===== config.mk =====
export PLATFORM = sky130hd
export DESIGN_NAME = fetch_stage_flat
export DESIGN_NICKNAME = d
export VERILOG_FILES = /design/src/rtl/fetch_stage_if.sv /design/src/rtl/fetch_stage.sv /design/src/flat_wrapper.sv
export SDC_FILE = /design/constraint.sdc
export NUM_CORES = 1
export LEC_CHECK = 0
export ABC_AREA = 1
export BUFFER_PORTS_ARGS = -buffer_cell sky130_fd_sc_hd__buf_2
export CAP_MARGIN = 20
export CORE_UTILIZATION = 35
export DETAILED_ROUTE_END_ITERATION = 8
export GPL_ROUTABILITY_DRIVEN = 0
export SLEW_MARGIN = 30
export SYNTH_ARGS = -nofsm -noshare
export SYNTH_HDL_FRONTEND = slang
export SYNTH_SLANG_ARGS = --single-unit

===== constraint.sdc =====
create_clock -name f_clk -period 2.4 [get_ports f_clk]
set_input_delay 0.24 -clock f_clk [delete_from_list [all_inputs] [get_ports f_clk]]
set_output_delay 0.24 -clock f_clk [all_outputs]
set_load 0.005 [all_outputs]

===== src/rtl/fetch_stage_if.sv =====
// Fetch-side bus bundle: instruction memory req/ack channel plus the
// instruction/PC channel toward the decoder (with its stall/flush returns).
interface fetch_stage_if #(
    parameter int unsigned PC_WIDTH = 32,
    parameter int unsigned IWIDTH   = 32
);
    logic                f_o_imem_req;
    logic [PC_WIDTH-1:0] f_o_imem_addr;
    logic                f_i_imem_ack;
    logic [IWIDTH-1:0]   f_i_imem_data;
    logic                f_i_stall;
    logic                f_i_flush;
    logic [IWIDTH-1:0]   f_o_instr;
    logic [PC_WIDTH-1:0] f_o_pc;
    logic                f_o_ce;

    modport master (
        output f_o_imem_req, f_o_imem_addr, f_o_instr, f_o_pc, f_o_ce,
        input  f_i_imem_ack, f_i_imem_data, f_i_stall, f_i_flush
    );

    modport slave (
        input  f_o_imem_req, f_o_imem_addr, f_o_instr, f_o_pc, f_o_ce,
        output f_i_imem_ack, f_i_imem_data, f_i_stall, f_i_flush
    );
endinterface


===== src/rtl/fetch_stage.sv =====
// Instruction fetch stage: PC generation, single-outstanding req/ack fetch
// from instruction memory, one-entry stall buffer, redirect and flush handling.
module fetch_stage #(
    parameter int unsigned          PC_WIDTH = 32,
    parameter int unsigned          IWIDTH   = 32,
    parameter logic [PC_WIDTH-1:0]  RESET_PC = 32'h0000_0000
) (
    input  logic                f_clk,
    input  logic                f_rst,
    input  logic                f_i_ce,
    input  logic                f_i_change_pc,
    input  logic [PC_WIDTH-1:0] f_i_new_pc,
    fetch_stage_if.master       bus
);

    typedef enum logic [1:0] {
        S_IDLE,
        S_REQ,
        S_BUF
    } state_t;

    localparam logic [PC_WIDTH-1:0] PC_STEP = PC_WIDTH'(4);

    state_t              state_q,     state_d;
    logic [PC_WIDTH-1:0] pc_q,        pc_d;
    logic                req_q,       req_d;
    logic [PC_WIDTH-1:0] addr_q,      addr_d;
    logic [IWIDTH-1:0]   instr_q,     instr_d;
    logic [PC_WIDTH-1:0] opc_q,       opc_d;
    logic                ce_q,        ce_d;
    logic [IWIDTH-1:0]   buf_instr_q, buf_instr_d;
    logic [PC_WIDTH-1:0] buf_pc_q,    buf_pc_d;
    logic                discard_q,   discard_d;
    logic                halted_q,    halted_d;

    logic ack;
    logic stall;

    assign ack   = bus.f_i_imem_ack;
    assign stall = bus.f_i_stall;

    // State register; reset drops req at once so any pending ack is ignored.
    always_ff @(posedge f_clk or negedge f_rst) begin
        if (!f_rst) begin
            state_q     <= S_IDLE;
            pc_q        <= RESET_PC;
            req_q       <= 1'b0;
            addr_q      <= RESET_PC;
            instr_q     <= '0;
            opc_q       <= '0;
            ce_q        <= 1'b0;
            buf_instr_q <= '0;
            buf_pc_q    <= '0;
            discard_q   <= 1'b0;
            halted_q    <= 1'b0;
        end else begin
            state_q     <= state_d;
            pc_q        <= pc_d;
            req_q       <= req_d;
            addr_q      <= addr_d;
            instr_q     <= instr_d;
            opc_q       <= opc_d;
            ce_q        <= ce_d;
            buf_instr_q <= buf_instr_d;
            buf_pc_q    <= buf_pc_d;
            discard_q   <= discard_d;
            halted_q    <= halted_d;
        end
    end

    // Next-state logic: redirect beats flush, flush beats normal operation.
    // The buffer is full exactly when in S_BUF, so leaving S_BUF empties it.
    always_comb begin
        state_d     = state_q;
        pc_d        = pc_q;
        req_d       = req_q;
        addr_d      = addr_q;
        instr_d     = instr_q;
        opc_d       = opc_q;
        ce_d        = ce_q;
        buf_instr_d = buf_instr_q;
        buf_pc_d    = buf_pc_q;
        discard_d   = discard_q;
        halted_d    = halted_q;

        // Outputs hold under stall; otherwise valid only when something is delivered.
        if (!stall) begin
            ce_d = 1'b0;
        end

        if (f_i_change_pc) begin
            pc_d      = f_i_new_pc;
            ce_d      = 1'b0;
            halted_d  = 1'b0;
            discard_d = 1'b0;
            if (state_q == S_REQ && !ack) begin
                // Request cannot be withdrawn: let it finish on the old address, then drop it.
                discard_d = 1'b1;
            end else if (state_q == S_REQ) begin
                if (f_i_ce) begin
                    addr_d = f_i_new_pc;
                end else begin
                    req_d   = 1'b0;
                    state_d = S_IDLE;
                end
            end else begin
                req_d   = 1'b0;
                state_d = S_IDLE;
            end
        end else if (bus.f_i_flush) begin
            ce_d     = 1'b0;
            halted_d = 1'b1;
            if (state_q == S_REQ && !ack) begin
                discard_d = 1'b1;
            end else begin
                discard_d = 1'b0;
                req_d     = 1'b0;
                state_d   = S_IDLE;
            end
        end else begin
            unique case (state_q)
                S_IDLE: begin
                    if (f_i_ce && !stall && !halted_q) begin
                        req_d   = 1'b1;
                        addr_d  = pc_q;
                        state_d = S_REQ;
                    end
                end
                S_REQ: begin
                    if (ack) begin
                        if (discard_q) begin
                            discard_d = 1'b0;
                            if (f_i_ce && !halted_q) begin
                                addr_d = pc_q;
                            end else begin
                                req_d   = 1'b0;
                                state_d = S_IDLE;
                            end
                        end else if (stall) begin
                            buf_instr_d = bus.f_i_imem_data;
                            buf_pc_d    = addr_q;
                            pc_d        = addr_q + PC_STEP;
                            req_d       = 1'b0;
                            state_d     = S_BUF;
                        end else begin
                            instr_d = bus.f_i_imem_data;
                            opc_d   = addr_q;
                            ce_d    = 1'b1;
                            pc_d    = addr_q + PC_STEP;
                            if (f_i_ce) begin
                                addr_d = addr_q + PC_STEP;
                            end else begin
                                req_d   = 1'b0;
                                state_d = S_IDLE;
                            end
                        end
                    end
                end
                S_BUF: begin
                    if (!stall) begin
                        instr_d = buf_instr_q;
                        opc_d   = buf_pc_q;
                        ce_d    = 1'b1;
                        state_d = S_IDLE;
                    end
                end
                default: begin
                    state_d = S_IDLE;
                end
            endcase
        end
    end

    assign bus.f_o_imem_req  = req_q;
    assign bus.f_o_imem_addr = addr_q;
    assign bus.f_o_instr     = instr_q;
    assign bus.f_o_pc        = opc_q;
    assign bus.f_o_ce        = ce_q;

endmodule


===== src/flat_wrapper.sv =====
// flat-port wrapper written by rule: the top's interface ports become plain ports
module fetch_stage_flat 
#(
    parameter int unsigned          PC_WIDTH = 32,
    parameter int unsigned          IWIDTH   = 32,
    parameter logic [PC_WIDTH-1:0]  RESET_PC = 32'h0000_0000
)
  (f_clk, f_rst, f_i_ce, f_i_change_pc, f_i_new_pc, bus_f_o_imem_req, bus_f_o_imem_addr, bus_f_o_instr, bus_f_o_pc, bus_f_o_ce, bus_f_i_imem_ack, bus_f_i_imem_data, bus_f_i_stall, bus_f_i_flush);
  fetch_stage_if #(.PC_WIDTH(PC_WIDTH), .IWIDTH(IWIDTH)) bus_i ();
  input  logic f_clk;
  input  logic f_rst;
  input  logic f_i_ce;
  input  logic f_i_change_pc;
  input  logic [PC_WIDTH-1:0] f_i_new_pc;
  output wire logic [$bits(bus_i.f_o_imem_req)-1:0] bus_f_o_imem_req;
  output wire logic [$bits(bus_i.f_o_imem_addr)-1:0] bus_f_o_imem_addr;
  output wire logic [$bits(bus_i.f_o_instr)-1:0] bus_f_o_instr;
  output wire logic [$bits(bus_i.f_o_pc)-1:0] bus_f_o_pc;
  output wire logic [$bits(bus_i.f_o_ce)-1:0] bus_f_o_ce;
  input wire logic [$bits(bus_i.f_i_imem_ack)-1:0] bus_f_i_imem_ack;
  input wire logic [$bits(bus_i.f_i_imem_data)-1:0] bus_f_i_imem_data;
  input wire logic [$bits(bus_i.f_i_stall)-1:0] bus_f_i_stall;
  input wire logic [$bits(bus_i.f_i_flush)-1:0] bus_f_i_flush;
  assign bus_f_o_imem_req = bus_i.f_o_imem_req;
  assign bus_f_o_imem_addr = bus_i.f_o_imem_addr;
  assign bus_f_o_instr = bus_i.f_o_instr;
  assign bus_f_o_pc = bus_i.f_o_pc;
  assign bus_f_o_ce = bus_i.f_o_ce;
  assign bus_i.f_i_imem_ack = bus_f_i_imem_ack;
  assign bus_i.f_i_imem_data = bus_f_i_imem_data;
  assign bus_i.f_i_stall = bus_f_i_stall;
  assign bus_i.f_i_flush = bus_f_i_flush;
  fetch_stage #(.PC_WIDTH(PC_WIDTH), .IWIDTH(IWIDTH), .RESET_PC(RESET_PC)) u_core (.f_clk(f_clk), .f_rst(f_rst), .f_i_ce(f_i_ce), .f_i_change_pc(f_i_change_pc), .f_i_new_pc(f_i_new_pc), .bus(bus_i));
endmodule

==> flow_metrics.py <==
metrics = {
    "pwr": {
        "p_total_mw": 12.9,
        "power_leakage_nw": 5.75,
        "ir_drop_uv": 431,
        "cellPowerDensity_mw_per_mm2": 1120,
    },
    "sta": {
        "fmax_mhz": 474,
        "fin_crit_sh_pct": 88.0,
        "clock_skew_ps": 17.4,
        "maxSlewHeadroom_pct": 65.0,
        "tightest_slew_ps": 525,
        "min_period_ps": 2110,
        "fin_hold_ws_ps": 35.6,
        "rsz0062_at_grt": "false",
        "finalSetupViolCount": 0,
        "finalHoldViolCount": 0,
        "drv_slew": 0,
        "tns_ps": 0,
    },
    "critical_path": {
        "crit_fanout": 22,
        "path_class": "reg -> reg",
        "critPathCaptureType": "flop",
        "crit_chain": "inv_1 > ha_2 > nand2_1 > nand2_2 > and2_1 > buf_4 > inv_2 > a21oi_1 > a21oi_1",
        "crit_family": "buffers and inverters",
        "worstPathRequired_ps": 2710,
        "worst_path_most_repeated_cell": "a21oi_1",
        "crit_buf_inv": 3,
        "start_kind": "flop",
        "arrival_ps": 2420,
        "slowest_delay_ps": 440,
        "cpMaxStageDelayCell": "dfrtp_1",
        "ff2ff_setup_slack_ps": 290,
    },
    "yosys": {
        "syn_area_per_cell_sq_um": 7.68,
        "netlist_area_sq_mm": 0.00960,
        "yosysMostFrequentCell": "nand2_1",
        "synth-async-reset-ratio_pct": 100,
        "synth_top_area_cell": "dfrtp_1",
        "ys_ff_latch": 198,
        "synthTopCellsByCount": "nand2_1 (253), nor2_1 (232), dfrtp_1 (198)",
        "syn-num-nets": 1325,
        "synthTopCellsByArea": "dfrtp_1 (52%), nand2_1 (9.9%), a21oi_1 (9.2%), nor2_1 (9.1%), o21ai_0 (6.1%)",
        "synth_cell_types": 31,
        "synth-seq-area-share_pct": 51.6,
        "synthCells": 1250,
        "synth_top_area_share_pct": 51.6,
        "ys_warn_count": 0,
        "synth-edff-count": 0,
        "ys.flop_type": "dfrtp_1",
    },
    "final_layout": {
        "layout.cells.non_filler": 1752,
        "final_util_pct": 42.8,
        "layout-drive-gt1-share_pct": 16.9,
        "area_growth_pct": 20.2,
        "antenna_cells": 0,
        "area.sequential_sq_mm": 0.00495,
        "layout.nets": 1474,
        "multiInputGateArea_sq_mm": 0.00397,
        "fillers": 2759,
    },
    "die": {
        "boundaryPins": 169,
        "floorplan.initialDensity_pct": 35.6,
        "rows": 60,
        "die_w_um": 168,
        "dieHeight_um": 168,
        "coreArea_sq_mm": 0.0270,
        "die_area_sq_mm": 0.0281,
    },
    "routing": {
        "wl_per_cell_um": 14.9,
        "drt_pass1_iterations": 5,
        "top_layer": "met4",
        "vias": 8558,
        "ant_nets": 0,
        "wl_met1_mm": 13.2,
        "dr_wl_met2_mm": 11.4,
        "vias_per_cell": 4.88,
        "wirelength_mm": 26.1,
        "drc": 0,
        "wl_met3_mm": 1.16,
        "drt_iter0_drc": 810,
    },
    "global_route": {
        "grt_pass1_wl_mm": 42.1,
        "antenna_found_initial": 0,
        "grt_max_degree": 130,
        "overflow": 0,
        "globalRouteTotalUtil_pct": 18.8,
        "grt_pass1_vias": 7851,
    },
    "placed_design": {
        "dp.cells": 1719,
        "portBuffers": 168,
        "dp_hpwl_mm": 18.5,
    },
    "outcome": {
        "status": "finished, final reports clean",
    },
    "cts": {
        "clk_latency_ps": 430,
        "clkTransAtPathRegs_ps": 80,
        "cts_buffers": 17,
        "cts-root-buf": "clkbuf_16",
        "clkSinkCount": 198,
        "cts_tree": "done",
        "clockBufferDepth": 2,
        "htree_levels": 4,
    },
    "flow_run": {
        "max_cap_viol_count": 0,
    },
    "worst_hold_path": {
        "hp-class": "in -> reg",
    },
}
-- stage by stage --
step                setup slack (ps)  area (sq um)
finish                           288         11500
global route                     122         11500
CTS                              200         11500
detailed placement               212         10900
global placement                 287         10900
floorplan                        629          9600
-- area by class of cell --
class / count / area share (%)
Clock buffer: 19 / 3.75
Clock inverter: 12 / 1.43
Inverter: 113 / 3.68
Multi-Input combinational cell: 874 / 34.4
Sequential cell: 198 / 42.9
Tap cell: 341 / 3.70
Timing Repair Buffer: 195 / 10.1
-- metal layers --
layer | track usage, % | vias up
met2 | 27.6 | 252
met5 | 0 | -
met4 | 4.87 | 0
met3 | 3.14 | 21
li1 | - | 4341
met1 | 28.6 | 3944
-- what timing repair did --
action / 4_1_cts / 5_1_grt
setup endpoints to repair: 0 / 3
hold endpoints to repair: 46 / 0
resized for setup: 0 / 1
buffers inserted: 0 / 1
hold buffers: 1 / 0
-- where the power goes --
part           switching, mW  internal [mW]
Sequential              1.01           4.70
Combinational           2.48           1.73
Clock                   1.32           1.66
-- tightest hold or removal path: cells and delay by family --
family | cells | cell delay [ps]
buffers and inverters | 1 | 70
AOI/OAI and AO/OA | 1 | 60
and+or+nand+nor | 1 | 50
-- placed cells by master (no fill, tap or decap), drive strengths merged, types with 5 or more instances in the layout --
master,synthesis,routed
nand2,254,254
nor2,236,236
dfrtp,198,198
buf,33,193
a21oi,176,176
o21ai,120,120
inv,113,120
nand3,40,40
clkbuf,32,20
a22o,9,9
xor2,7,7
o211ai,6,6
o221ai,5,5
-- flip-flops by register name, summed over array words and instances (netlist names) --
signal / flops
u_core.halted_q: 1
u_core.buf_instr_q: 32
u_core.bus.f_o_imem_req: 1
u_core.pc_q: 32
u_core.bus.f_o_instr: 32
u_core.discard_q: 1
u_core.bus.f_o_ce: 1
u_core.bus.f_o_pc: 32
u_core.state_q: 2
u_core.bus.f_o_imem_addr: 32
u_core.buf_pc_q: 32
-- kinds of logic (layout without fill, tap and decap cells) --
logic type / count (synthesis) / after routing / synth area share (%)
flip-flops: 198 / 198 / 51.6
AO/OA/AOI/OAI: 326 / 326 / 17.9
XOR/XNOR: 8 / 8 / 0.730
buffers and inverters: 178 / 339 / 7.48
AND/OR/NAND/NOR: 536 / 536 / 21.8
adder cells (fa/ha/maj): 4 / 4 / 0.521
-- final timing paths --
| path | from | to | cells past startpoint |
|---|---|---|---|
| worst min register to register | u_core.buf_pc_q[18] | u_core.buf_pc_q[18] | 2 |
| worst max register to register | u_core.state_q[1] | u_core.pc_q[29] | 9 |
| max in group asynchronous | f_rst | u_core.buf_pc_q[15] | 3 |
| worst min-delay path | f_i_new_pc[0] | u_core.pc_q[0] | 3 |
| min in group asynchronous | f_rst | u_core.bus.f_o_instr[23] | 2 |
| worst max-delay path | u_core.state_q[1] | u_core.pc_q[29] | 9 |
Power figures use the tool's default switching activity.
